==> src/rtl/pwm_capture_if.sv <==
// pwm_capture_if: PWM input pin plus measurement/status outputs of pwm_capture.
// master = driver/observer side, slave = the capture block.
interface pwm_capture_if #(
  parameter int CNT_W = 20
);
  logic             pwm_in;
  logic [CNT_W-1:0] high_cnt;
  logic [CNT_W-1:0] period_cnt;
  logic             meas_valid;
  logic [7:0]       duty;
  logic             duty_valid;
  logic             stuck;
  logic             stuck_level;

  modport master (
    output pwm_in,
    input  high_cnt, period_cnt, meas_valid, duty, duty_valid, stuck, stuck_level
  );

  modport slave (
    input  pwm_in,
    output high_cnt, period_cnt, meas_valid, duty, duty_valid, stuck, stuck_level
  );
endinterface

==> src/rtl/pwm_capture.sv <==
// pwm_capture: measures high time and period of an asynchronous PWM input,
// flags an edge-less (stuck) input, and optionally derives an 8-bit duty.
// Optional feature macro: PWM_CAPTURE_DUTY_EN (restoring duty divider).
module pwm_capture #(
  parameter int CNT_W   = 20,
  parameter int TIMEOUT = 1000000
) (
  input  logic           clk,
  input  logic           rst_n,
  pwm_capture_if.slave   bus
);

  localparam logic [1:0] ARM  = 2'd0;
  localparam logic [1:0] HIGH = 2'd1;
  localparam logic [1:0] LOW  = 2'd2;

  localparam logic [CNT_W-1:0] CNT_MAX = '1;
  localparam logic [CNT_W-1:0] TO_VAL  = CNT_W'(TIMEOUT);
  localparam logic [CNT_W-1:0] CNT_ONE = CNT_W'(1);

  logic             s1, s2, s3;
  logic             rise, fall, edge_det, timeout;
  logic [1:0]       state;
  logic [CNT_W-1:0] cnt, cnt_inc, pend_high;
  logic [CNT_W-1:0] high_cnt, period_cnt;
  logic             meas_valid, stuck, stuck_level;

  // two-flop synchronizer plus a delayed copy for edge detection
  always_ff @(posedge clk or negedge rst_n) begin
    if (!rst_n) begin
      s1 <= 1'b0;
      s2 <= 1'b0;
      s3 <= 1'b0;
    end else begin
      s1 <= bus.pwm_in;
      s2 <= s1;
      s3 <= s2;
    end
  end

  assign rise     = s2 & ~s3;
  assign fall     = ~s2 & s3;
  assign edge_det = rise | fall;
  assign cnt_inc  = (cnt == CNT_MAX) ? cnt : cnt + CNT_ONE;
  // >= rather than == so a fall landing exactly on TIMEOUT cannot push the
  // counter past the compare value and hide a later stall; an edge always wins
  assign timeout  = (cnt >= TO_VAL) && !edge_det;

  // measurement FSM: counter starts at 1 on a rise so that at the next fall
  // it holds H and at the next rise it holds H+L
  always_ff @(posedge clk or negedge rst_n) begin
    if (!rst_n) begin
      state       <= ARM;
      cnt         <= '0;
      pend_high   <= '0;
      high_cnt    <= '0;
      period_cnt  <= '0;
      meas_valid  <= 1'b0;
      stuck       <= 1'b0;
      stuck_level <= 1'b0;
    end else begin
      meas_valid <= 1'b0;
      if (timeout) begin
        state       <= ARM;
        cnt         <= '0;
        stuck       <= 1'b1;
        stuck_level <= s2;
      end else begin
        case (state)
          ARM: begin
            if (rise) begin
              state <= HIGH;
              cnt   <= CNT_ONE;
            end else if (fall) begin
              cnt <= '0;
            end else begin
              cnt <= cnt_inc;
            end
          end
          HIGH: begin
            cnt <= cnt_inc;
            if (fall) begin
              pend_high <= cnt;
              state     <= LOW;
            end
          end
          LOW: begin
            if (rise) begin
              high_cnt   <= pend_high;
              period_cnt <= cnt;
              meas_valid <= 1'b1;
              stuck      <= 1'b0;
              cnt        <= CNT_ONE;
              state      <= HIGH;
            end else begin
              cnt <= cnt_inc;
            end
          end
          default: begin
            state <= ARM;
            cnt   <= '0;
          end
        endcase
      end
    end
  end

  assign bus.high_cnt    = high_cnt;
  assign bus.period_cnt  = period_cnt;
  assign bus.meas_valid  = meas_valid;
  assign bus.stuck       = stuck;
  assign bus.stuck_level = stuck_level;

`ifdef PWM_CAPTURE_DUTY_EN
  localparam int STAGES = 7;

  // remainder starts at high_cnt (< period_cnt) and is doubled each step,
  // which is the same as dividing high_cnt*256 one quotient bit at a time
  logic [STAGES:0]  vld_pipe;
  logic [CNT_W:0]   rem, rem2, rem_nxt;
  logic [CNT_W-1:0] den;
  logic [7:0]       quo, quo_nxt, duty;
  logic             ge, duty_valid;

  assign rem2    = {rem[CNT_W-1:0], 1'b0};
  assign ge      = rem2 >= {1'b0, den};
  assign rem_nxt = ge ? rem2 - {1'b0, den} : rem2;
  assign quo_nxt = {quo[6:0], ge};

  // iterative divider; a sample arriving while busy is ignored, and a
  // timeout overrides the output with the stuck level's duty
  always_ff @(posedge clk or negedge rst_n) begin
    if (!rst_n) begin
      vld_pipe   <= '0;
      rem        <= '0;
      den        <= '0;
      quo        <= '0;
      duty       <= '0;
      duty_valid <= 1'b0;
    end else begin
      duty_valid <= 1'b0;
      vld_pipe   <= {vld_pipe[STAGES-1:0], 1'b0};
      if (|vld_pipe) begin
        rem <= rem_nxt;
        quo <= quo_nxt;
        if (vld_pipe[STAGES]) begin
          duty       <= quo_nxt;
          duty_valid <= 1'b1;
        end
      end else if (meas_valid) begin
        rem      <= {1'b0, high_cnt};
        den      <= period_cnt;
        quo      <= '0;
        vld_pipe <= {{STAGES{1'b0}}, 1'b1};
      end
      if (timeout) begin
        duty       <= s2 ? 8'hFF : 8'h00;
        duty_valid <= 1'b1;
      end
    end
  end

  assign bus.duty       = duty;
  assign bus.duty_valid = duty_valid;
`else
  assign bus.duty       = 8'h00;
  assign bus.duty_valid = 1'b0;
`endif

endmodule

==> src/flat_wrapper.sv <==
// flat-port wrapper written by rule: the top's interface ports become plain ports
module pwm_capture_flat 
#(
  parameter int CNT_W   = 20,
  parameter int TIMEOUT = 1000000
)
  (clk, rst_n, bus_pwm_in, bus_high_cnt, bus_period_cnt, bus_meas_valid, bus_duty, bus_duty_valid, bus_stuck, bus_stuck_level);
  pwm_capture_if #(.CNT_W(CNT_W)) bus_i ();
  input  logic clk;
  input  logic rst_n;
  input wire logic [$bits(bus_i.pwm_in)-1:0] bus_pwm_in;
  output wire logic [$bits(bus_i.high_cnt)-1:0] bus_high_cnt;
  output wire logic [$bits(bus_i.period_cnt)-1:0] bus_period_cnt;
  output wire logic [$bits(bus_i.meas_valid)-1:0] bus_meas_valid;
  output wire logic [$bits(bus_i.duty)-1:0] bus_duty;
  output wire logic [$bits(bus_i.duty_valid)-1:0] bus_duty_valid;
  output wire logic [$bits(bus_i.stuck)-1:0] bus_stuck;
  output wire logic [$bits(bus_i.stuck_level)-1:0] bus_stuck_level;
  assign bus_i.pwm_in = bus_pwm_in;
  assign bus_high_cnt = bus_i.high_cnt;
  assign bus_period_cnt = bus_i.period_cnt;
  assign bus_meas_valid = bus_i.meas_valid;
  assign bus_duty = bus_i.duty;
  assign bus_duty_valid = bus_i.duty_valid;
  assign bus_stuck = bus_i.stuck;
  assign bus_stuck_level = bus_i.stuck_level;
  pwm_capture #(.CNT_W(CNT_W), .TIMEOUT(TIMEOUT)) u_core (.clk(clk), .rst_n(rst_n), .bus(bus_i));
endmodule
==> config.mk <==
export PLATFORM = sky130hd
export DESIGN_NAME = pwm_capture_flat
export DESIGN_NICKNAME = d
export VERILOG_FILES = /design/src/rtl/pwm_capture_if.sv /design/src/rtl/pwm_capture.sv /design/src/flat_wrapper.sv
export SDC_FILE = /design/constraint.sdc
export NUM_CORES = 1
export LEC_CHECK = 0
export BUFFER_PORTS_ARGS = -buffer_cell sky130_fd_sc_hd__buf_4
export CAP_MARGIN = 20
export CORE_MARGIN = 2
export CORE_UTILIZATION = 55
export DETAILED_ROUTE_END_ITERATION = 10
export PLACE_DENSITY = 0.77
export SETUP_SLACK_MARGIN = 0.3
export SYNTH_ARGS = -nofsm -noshare
export SYNTH_HDL_FRONTEND = slang
export SYNTH_SLANG_ARGS = --single-unit
==> constraint.sdc <==
create_clock -name clk -period 4.2 [get_ports clk]
set_clock_uncertainty 0.05 [all_clocks]
set_input_delay 0.42 -clock clk [delete_from_list [all_inputs] [get_ports clk]]
set_output_delay 0.42 -clock clk [all_outputs]
set_load 0.03 [all_outputs]
== Word level (Yosys, flattened, before mapping) ==
Index checks and enable logic that the tools add are counted.
Operators by class
  add/subtract/negate cells: 1
  multiplexer cells: 16
  bitwise gates (word level): 6
  equality and inequality tests: 5
  reduce and logical (&&, ||, !) cells: 10
  magnitude comparators: 1
Operator list (count)
  $mux W20: 5
  $pmux W20 S3: 1
  $add A20 B1 Y20 const B: 1
  $eq A20 B20 Y1 const B: 1
  $ge A20 B20 Y1 const B: 1
  $mux W1: 6
  $mux W2: 3
  $ne A3 B1 Y1 const B: 2
  $reduce_and A3 Y1: 2
  $pmux W2 S2: 1
  $reduce_and A2 Y1: 2
  $reduce_bool A2 Y1: 2
  $not A1 Y1: 3
  $and A1 B1 Y1: 2
  $eq A2 B1 Y1 const B: 1
  $eq A2 B2 Y1 const B: 1
  $logic_not A2 Y1: 1
  $reduce_or A2 Y1: 1
  $logic_and A1 B1 Y1: 1
  $logic_not A1 Y1: 1
  $or A1 B1 Y1: 1
Word-level totals
  input bits: 3
  register bits: 88
  output and inout bits: 52

== Depth between registers and ports, before layout ==
  word-level depth: 7
  gate-level depth with buffers: 9
  mapped depth without buffers: 7

== Worst setup path before layout ==
Ideal clock, no wire load.
  kind: reg-to-reg
  start: reg u_core.cnt[0]
  end: reg u_core.cnt[0]
  path slack: 2.063 ns
  arrival time: 1.939 ns
  library setup time: 0.149 ns
  required time: 4.001 ns
  cell stages (with the launch flop): 7
  buffers on the path: 0
  cells stage by stage: dfrtp_1 > ha_1 > nand4_1 > or4_4 > or3_1 > a31oi_1 > a211oi_1
Between the ends
  word-level cells in the longest chain between the ends: 6
Ends and longest elaborated chain
  start, declared: line pwm_capture.sv:24  | logic [CNT_W-1:0] cnt, cnt_inc, pend_high;
  start signal, assigned: line pwm_capture.sv:77  | cnt <= cnt_inc;
  start signal, assigned: line pwm_capture.sv:81  | cnt <= cnt_inc;
  start signal, assigned: line pwm_capture.sv:96  | cnt <= cnt_inc;
  $add A20 B1 Y20 or $eq A20 B20 Y1 (tied branches): line pwm_capture.sv:44  | assign cnt_inc = (cnt == CNT_MAX) ? cnt : cnt + CNT_ONE;
  $mux W20: line pwm_capture.sv:44
  $mux W20: line pwm_capture.sv:74  | end else if (fall) begin
  $mux W20: line pwm_capture.sv:71  | if (rise) begin
  $pmux W20 S3: line pwm_capture.sv:69  | case (state)
  $mux W20 (*): line pwm_capture.sv:63  | if (timeout) begin
Mark *: on every way between the ends. The rest lies on a longest branch, timed or not.
A chain may end at the register's enable or synchronous reset.

== Worst setup path after layout ==
  start: reg u_core.cnt[0]
  end: reg u_core.cnt[19]
The elaborated chain is that of the path after synthesis.

==> run summary <==
LOGIC SYNTHESIS
-------------------------------------------------------------------------------------
Number of distinct library cells after synthesis .......................           38
Cell area after technology mapping .....................................     3796 µm²
Most used flip-flop cell after synthesis ...............................      dfrtp_1
Sequential cell area fraction in the yosys report ......................       0.5801
Mean post-synth cell area ..............................................    13.00 µm²
Synthesis warning total ................................................            0
Number of enable-type register cells in the synthesized netlist ........            0
Gate count after technology mapping ....................................          292
#FFs+latches synth .....................................................           88
Fraction of registers with async set or reset after synthesis ..........        1.000

CLOCKING
-------------------------------------------------------------------------------------
Clock network latency to the later pin of the worst-skew pair ..........      0.35 ns
Clock transition at path regs ..........................................      0.08 ns
Sink Count .............................................................           88
CTS Buf Count ..........................................................            9
Buffer levels on the longest clock path ................................            2
Buffer cell driving the clock tree root ................................     clkbuf_8
Clock tree from TritonCTS ..............................................        built
Total number of H-tree levels ..........................................            3

DRT
-------------------------------------------------------------------------------------
Antenna Violating Nets Remaining .......................................            0
# DRC ..................................................................            0
Drt first pass iters ...................................................            4
Vias after detailed routing ............................................         2368
DRT Wirelength .........................................................      6584 µm
Number of DRC markers after the initial detailed-route iteration .......          125
Routed wire length per instance ........................................     15.53 µm
Via-to-Cell Ratio ......................................................        5.585

GLOBAL ROUTE
-------------------------------------------------------------------------------------
Largest net degree at the start of global routing ......................           89
Number of global-route vias before repair ..............................         2283
Total routing resource utilization after global routing ................       0.1901
Overflow after GRT .....................................................            0
Number of antenna violations at the first check in global routing ......            0
Wire length of the first global-routing pass ...........................     11010 µm

WORST HOLD PATH
-------------------------------------------------------------------------------------
Hold path startpoint ...................................................   bus_pwm_in
Kind of path behind the tightest hold check ............................ input port to flip-flop
Number of cells on the worst hold path .................................            1
Sink of the worst hold path ............................................    u_core.s1

PLACE
-------------------------------------------------------------------------------------
Number of I/O port buffers .............................................           45
Gp weighted congestion .................................................       0.8863
Post-DP HPWL ...........................................................      4241 µm

CELLS AND AREA
-------------------------------------------------------------------------------------
Filler Cell Count ......................................................          506
Layout overhead on the synthesized area ................................       15.49%
Commonest cells after routing, fill and taps aside ..................... dfrtp_1, mux2_2, buf_4, nor2_1
Final core occ .........................................................       0.6525
Most frequent standard cell in the layout excluding fill and tap cells .      dfrtp_1
Area used by sequential logic in the layout ............................     2202 µm²
Area of combinational cells with multiple inputs .......................     1431 µm²
ANT cells ..............................................................            0
Number of nets in the finished design ..................................          346
Proportion of layout cells with a drive suffix above 1 .................       0.3837

WORST SETUP PATH
-------------------------------------------------------------------------------------
Maximum net fanout on the critical path ................................            9
Element type at the critical path start ................................    flip-flop
Crit path cell chain ................................................... ha_1 -> nand4_1 -> nor3_1 -> nand2_1 -> a311oi_1
Slowest stage cell, crit path ..........................................       nor3_1
Worst path max stage delay .............................................      0.68 ns
Data arrival, critical path ............................................      2.69 ns
Worst reg2reg path startpoint .......................................... u_core.cnt[0]
Endpoint required time on the critical path ............................      4.40 ns
WS Path Type ........................................................... flip-flop to flip-flop
Endpoint type of the worst setup path ..................................    flip-flop
End of the worst register-to-register path ............................. u_core.cnt[19]
Worst path bufs/invs ...................................................            0
Worst reg-to-reg path cell count .......................................            5
Flop-to-flop setup slack ...............................................      1.71 ns
Dominant delay contributor by cell family on the critical path ......... simple AND/OR/NAND/NOR gates

FLOW RUN
-------------------------------------------------------------------------------------
Max-capacitance violation count ........................................            0

DIE
-------------------------------------------------------------------------------------
I/O Pins ...............................................................           55
Area of the die ........................................................     7583 µm²
Die Wd .................................................................     87.08 µm
Standard cell core area ................................................     6719 µm²
Floorplan row count ....................................................           30
Starting Density .......................................................       0.5650
Height of the die ......................................................     87.08 µm

STA
-------------------------------------------------------------------------------------
Slew at the pin with the worst max-slew slack ..........................    0.7426 ns
Sum of negative setup slack ............................................         0 ns
Setup violation total in the final timing report .......................            0
Max Transition Viols Final .............................................            0
Share of the cycle needed by the critical path after routing ...........       0.5932
Fmax ...................................................................   0.4014 GHz
Clock period minus final worst setup slack .............................     2.491 ns
Relative max-transition margin .........................................       0.5011
Total count of hold-check failures in the final report .................            0
Unrepaired setup endpoints after global routing ........................        false

POWER AND IR DROP
-------------------------------------------------------------------------------------
Total chip power .......................................................     1.895 mW
Total leakage power ....................................................     2.148 nW
Power density normalized to cell area .................................. 432.3 nW/µm²
Worst IR drop on VDD ...................................................  0.0003070 V

OUTCOME
-------------------------------------------------------------------------------------
Status ................................................................. finished clean

## layer usage
metal	routed length (µm)	track usage
met3	249	0.04076
met2	3157	0.2887
met1	3071	0.2611
met4	106	0.09233
met5	0	0
## worst reg2reg max path, cell delays in order, from the launching register on
cell and delay, ns:
dfrtp_1 0.51, ha_1 0.28, nand4_1 0.31, nor3_1 0.68, nand2_1 0.26, a311oi_1 0.32
## cells by family (layout without fill, tap and decap cells)
family                     Yosys count  after routing  synth area share
buffers and inverters               28             72           0.05142
other                                1              9         0.0009878
muxes                               63             63            0.1862
AOI/OAI and AO/OA                   21             21           0.03395
DFF                                 88             88            0.5801
and+or+nand+nor                     76             76            0.1088
adders and majority gates            4              4           0.01318
xor gates and xnor gates            11             11           0.02538
## worst max-delay path by stage
stage,start,endpoint,slack [ns],cells past startpoint
after CTS,u_core.cnt[12],u_core.pend_high[10],1.63,5
after global routing,u_core.cnt[0],u_core.cnt[19],1.47,5
after global placement,u_core.cnt[6],u_core.pend_high[6],1.72,5
after floorplan,u_core.cnt[0],u_core.cnt[0],2.06,6
after detailed placement,u_core.cnt[12],u_core.pend_high[10],1.66,5
final,u_core.cnt[0],u_core.cnt[19],1.71,5
## registers in the layout, indices dropped and copies added (netlist names)
register and count:
u_core.bus.high_cnt 20, u_core.bus.meas_valid 1, u_core.bus.period_cnt 20, u_core.bus.stuck 1, u_core.bus.stuck_level 1, u_core.cnt 20, u_core.pend_high 20, u_core.s1 1
u_core.s2 1, u_core.s3 1, u_core.state 2
## cell type report
class / instances / share of cell area
multi-input combinational: 184 / 0.3265
tap: 80 / 0.02283
clock inverter: 5 / 0.01798
sequential: 88 / 0.5023
clock buffer: 11 / 0.03453
inverter: 7 / 0.005993
timing repair buffer: 49 / 0.08990
## metrics by stage
stage	hold slack [ns]	std cells	setup slack, ns	instance area [µm²]
after floorplan	0.07441	300	2.063	3826
after global placement	0.2838	405	1.723	4105
after detailed placement	0.2856	405	1.656	4105
after CTS	0.1107	421	1.626	4335
after global routing	0.1104	424	1.466	4384
final	0.1295	424	1.709	4384
## synth_stat cells, types with 2 or more instances
master,count,area share
xor2_1,4,0.0092
o21ai_0,4,0.0053
or3_1,2,0.0033
a211oi_1,3,0.0059
dfrtp_1,88,0.58
nand2_1,5,0.0049
xnor2_1,7,0.016
buf_4,11,0.022
nand3_1,6,0.0079
or2_2,2,0.0033
buf_2,3,0.0040
nor4_1,5,0.0082
buf_6,6,0.018
nor3_1,11,0.015
mux2_2,60,0.18
inv_1,7,0.0069
nor2_1,26,0.026
mux2i_1,2,0.0053
ha_1,4,0.013
o2111ai_1,2,0.0046
a31oi_1,2,0.0033
a21oi_1,8,0.011
and3_1,3,0.0049
nand4_1,7,0.012
## power breakdown
group / total (mW) / internal, mW / switching, mW
clock network: 0.652 / 0.367 / 0.286
registers: 0.971 / 0.909 / 0.0622
logic: 0.272 / 0.111 / 0.162
total: 1.90 / 1.39 / 0.510
## timing repair
| action | CTS | global route |
|---|---|---|
| resized for setup | 0 | 0 |
| hold endpoints to repair | 0 | 24 |
| buffers inserted | 0 | 0 |
| hold buffers | 0 | 1 |
| endpoints found under the setup margin | 0 | 0 |
Power figures use the tool's default switching activity.
